$ cat src/rtl/fetch_ifid_stage.sv
// Instruction-fetch stage with IF/ID pipeline register.
// Owns the program counter, addresses the asynchronous instruction memory and
// captures each returned instruction with its PC for the decode stage.
// A redirect reloads the PC and flushes IF/ID. A stall freezes PC and IF/ID.
// Fetching past the end of instruction memory parks the stage in HALT until
// a redirect arrives.
module fetch_ifid_stage #(
    parameter longint unsigned IMEM_DEPTH = 256,
    parameter int              ADDR_W     = 8
) (
    input  logic              clock,
    input  logic              reset,
    input  logic              stall,
    input  logic              redirect_valid,
    input  logic [31:0]       redirect_target,
    output logic [ADDR_W-1:0] imem_addr,
    input  logic [31:0]       imem_data,
    output logic [31:0]       pc,
    output logic              ifid_valid,
    output logic [31:0]       ifid_instr,
    output logic [31:0]       ifid_pc,
    output logic              halted,
    output logic [31:0]       fetch_count
);

    typedef enum logic {
        RUN  = 1'b0,
        HALT = 1'b1
    } state_t;

    // 33 bits so that a depth of exactly 2^32 is representable
    localparam logic [32:0] DEPTH_LIMIT = 33'(IMEM_DEPTH);

    state_t      state;
    state_t      state_next;
    logic [31:0] pc_next;
    logic        ifid_valid_next;
    logic [31:0] ifid_instr_next;
    logic [31:0] ifid_pc_next;
    logic [31:0] fetch_count_next;
    logic        pc_in_range;

    assign imem_addr   = pc[ADDR_W-1:0];
    assign halted      = (state == HALT);
    assign pc_in_range = ({1'b0, pc} < DEPTH_LIMIT);

    // Next-state and next-register values; priority is redirect, then stall,
    // then normal advance (reset is applied in the register process)
    always_comb begin
        state_next       = state;
        pc_next          = pc;
        ifid_valid_next  = ifid_valid;
        ifid_instr_next  = ifid_instr;
        ifid_pc_next     = ifid_pc;
        fetch_count_next = fetch_count;

        case (state)
            RUN: begin
                if (redirect_valid) begin
                    pc_next         = redirect_target;
                    ifid_valid_next = 1'b0;
                    ifid_instr_next = 32'd0;
                    ifid_pc_next    = 32'd0;
                end else if (stall) begin
                    pc_next = pc;
                end else if (pc_in_range) begin
                    ifid_valid_next  = 1'b1;
                    ifid_instr_next  = imem_data;
                    ifid_pc_next     = pc;
                    pc_next          = pc + 32'd1;
                    fetch_count_next = fetch_count + 32'd1;
                end else begin
                    ifid_valid_next = 1'b0;
                    ifid_instr_next = 32'd0;
                    state_next      = HALT;
                end
            end
            HALT: begin
                ifid_valid_next = 1'b0;
                ifid_instr_next = 32'd0;
                if (redirect_valid) begin
                    pc_next    = redirect_target;
                    state_next = RUN;
                end
            end
            default: begin
                state_next = RUN;
            end
        endcase
    end

    // State, PC, IF/ID and counter registers with synchronous reset
    always_ff @(posedge clock) begin
        if (reset) begin
            state       <= RUN;
            pc          <= 32'd0;
            ifid_valid  <= 1'b0;
            ifid_instr  <= 32'd0;
            ifid_pc     <= 32'd0;
            fetch_count <= 32'd0;
        end else begin
            state       <= state_next;
            pc          <= pc_next;
            ifid_valid  <= ifid_valid_next;
            ifid_instr  <= ifid_instr_next;
            ifid_pc     <= ifid_pc_next;
            fetch_count <= fetch_count_next;
        end
    end

endmodule
$ cat config.mk
export PLATFORM = sky130hd
export DESIGN_NAME = fetch_ifid_stage
export DESIGN_NICKNAME = d
export VERILOG_FILES = /design/src/rtl/fetch_ifid_stage.sv
export SDC_FILE = /design/constraint.sdc
export NUM_CORES = 1
export LEC_CHECK = 0
export CAP_MARGIN = 20
export CORE_AREA = 2 2 118 120
export DETAILED_ROUTE_END_ITERATION = 8
export DIE_AREA = 0 0 120 122
export GPL_ROUTABILITY_DRIVEN = 0
export PLACE_DENSITY_LB_ADDON = 0.25
export SYNTH_ARGS = -nofsm -noshare
export SYNTH_HDL_FRONTEND = slang
export SYNTH_SLANG_ARGS = --single-unit
$ cat constraint.sdc
create_clock -name clock -period 2 [get_ports clock]
set_input_delay 0.3 -clock clock [delete_from_list [all_inputs] [get_ports clock]]
set_output_delay 0.3 -clock clock [all_outputs]
set_load 0.01 [all_outputs]
==> out/results.ini <==
[cts]
insertion_delay_ns=0.41
htreeDepth=4
cts_buffer_depth=2
root_buffer=clkbuf_16
cts_tree=built
ctsHoldBuffers=0
cts-buffers-inserted=17
clock-sinks=130
clk_pin_slew_ns=0.06

[power]
finalPower_uw=6395
power_density_nw_per_um2=734.8
power_leakage_uw=0.003312
peakVddDrop_mv=0.7189

[cells_and_area]
area_growth_pct=71.12
drive_gt1_frac=0.1793
finalNonFillerCells=1000
final_cell_mix=clkdlybuf4s50_1, dfxtp_1, nor2_1
final_common_cell=clkdlybuf4s50_1
multi_input_area_um2=2472
regArea_um2=2605
antenna_cells=0
fin_nets=877
fillers=1116

[sta]
slew_viol_final=0
rsz0062_at_grt=true
slew_headroom=0.6666
holdWs_ns=0.3291
tightestPinTransition_ns=0.5000
period_share=1.125
worst_slack_ns=-0.2509
finalHoldViolCount=0
finalClockSkew_ns=0.008703
fmax_mhz=444.3
fin_crit_ns=2.251
setup_violations=103

[setup_path]
start_kind=register
cp_max_fo=5
cp.arrival_ns=2.59
worstPathRequired_ns=2.34
worstSetupEndpointType=register
critPathKind=reg2reg
reg2reg_slack_ns=-0.25

[routing]
antenna_left=0
routedWlPerCell_um=16.37
vias=5051
wl_um=16370
dr.pass1.iters=5
post-route-drc-count=0
via_per_inst=5.051
drtIter0Drc=356

[die]
die_area_um2=14640
core_area_um2=13500
start_util=0.3766
ios=206
die_y_um=122
die_w_um=120
rows=43

[synthesis]
synth_area_um2=5086
yosysUniqueCellTypes=44
yosysSeqAreaShare=0.5117
synth-seq-cells=130
ys.flop_type=dfxtp_1
synth_cells=552
syn_avg_cell_area_um2=9.214
async_flop_share=0
ys_warn_count=0
synth_edf_count=0
syn_nets=622

[grt]
grtUsageTotal=0.2134
grt_pass1_wl_um=24620
grt_pass1_vias=5004
grt_max_degree=44
globalRouteOverflowTotal=0
antenna_found_initial=0

[status]
status=finished, violations left
violations=negative setup slack

[placement]
place_inst=956
dp_hpwl_um=11070
portBuffers=205

[min_path]
hold_path.class=in2reg

[flow_run]
cap_viol_max_count=0

## registers in the layout (all words and copies together) (netlist names)
signal / count
ifid_valid: 1
ifid_pc: 32
fetch_count: 32
pc: 32
ifid_instr: 32
halted: 1
## through the flow
stage	setup TNS, ns	setup WS [ns]	utilization	area, um2
2_1_floorplan	-5.422	-0.1495	-	5126
3_3_place_gp	-10.99	-0.1898	0.5706	7705
3_5_place_dp	-13.02	-0.2273	0.5706	7705
4_1_cts	-12.31	-0.2120	0.6246	8434
5_1_grt	-19.73	-0.3056	0.6445	8703
6_report	-11.56	-0.2509	0.6445	8703
## worst max-delay path, cell delays in order, from the launching register on
cell      delay (ns)
dfxtp_2         0.31
or4_4           0.57
or4_4           0.57
nor4_2          0.39
nand3b_1        0.15
a21oi_1         0.18
## cell families (layout without fill, tap and decap cells)
kind of cell             after synthesis  after routing  share of synthesized area
AO/OA/AOI/OAI                        104            104                     0.1360
XOR/XNOR                              16             16                    0.02755
adder cells (fa/ha/maj)                2              2                   0.004919
buffers and inverters                 54            322                    0.04969
flip-flops                           130            130                     0.5117
multiplexers                          18             18                    0.03542
AND/OR/NAND/NOR                      228            228                     0.2347
## routing by layer
metal	track usage	routed length [um]	vias to the layer above	part of all wire
met5	0	0	-	0
met4	0.09191	297	0	0.018
met3	0.07303	1318	23	0.080
met2	0.3601	8187	184	0.50
met1	0.2464	6570	2401	0.40
li1	-	-	2443	-
## final cells by class
class	instances	area share
clock buffer	24	0.05650
tap	180	0.02588
inverter	12	0.005175
sequential	130	0.2993
multi-input combinational	368	0.2841
timing repair buffer	278	0.3174
clock inverter	8	0.01164
## Yosys cell counts (3+ instances only)
| library cell | count | area, um2 |
|---|---|---|
| dfxtp_1 | 130 | 2603 |
| nor2_1 | 90 | 337.8 |
| a22oi_1 | 41 | 307.8 |
| nand2_1 | 28 | 105.1 |
| and2_1 | 27 | 168.9 |
| a21oi_1 | 25 | 125.1 |
| clkbuf_1 | 24 | 90.09 |
| mux2i_1 | 18 | 180.2 |
| o21ai_0 | 16 | 80.08 |
| nand3_1 | 14 | 70.07 |
| or3_1 | 13 | 81.33 |
| xnor2_1 | 13 | 113.9 |
| inv_1 | 12 | 45.04 |
| nand4_1 | 12 | 75.07 |
| buf_4 | 10 | 75.07 |
| nor4_1 | 9 | 56.30 |
| nor4_2 | 8 | 100.1 |
| nor3_1 | 6 | 30.03 |
| o31ai_1 | 6 | 45.04 |
| a2111oi_0 | 5 | 43.79 |
| or4_1 | 5 | 37.54 |
| buf_2 | 4 | 20.02 |
| nor2b_1 | 4 | 25.02 |
| buf_1 | 3 | 11.26 |
| xor2_1 | 3 | 26.28 |
## where the power goes
group | switching (uW) | total, uW | internal (uW)
logic | 280 | 640 | 359
registers | 46.2 | 2680 | 2640
clock network | 1110 | 3070 | 1960
## worst paths after layout
path,cells past startpoint,startpoint,endpoint
worst min register to register,1,ifid_pc[8],ifid_pc[8]
worst min-delay path,2,reset,pc[13]
worst max-delay path,5,pc[24],fetch_count[16]
worst max register to register,5,pc[24],fetch_count[16]
## what timing repair did
item | in CTS | in global routing
setup buffers | 2 | 9
gates cloned | 1 | 1
pin swaps | 16 | 27
resized for setup | 16 | 45
endpoints found under the setup margin | 107 | 110
No activity file was read; power rests on OpenSTA's default activity.
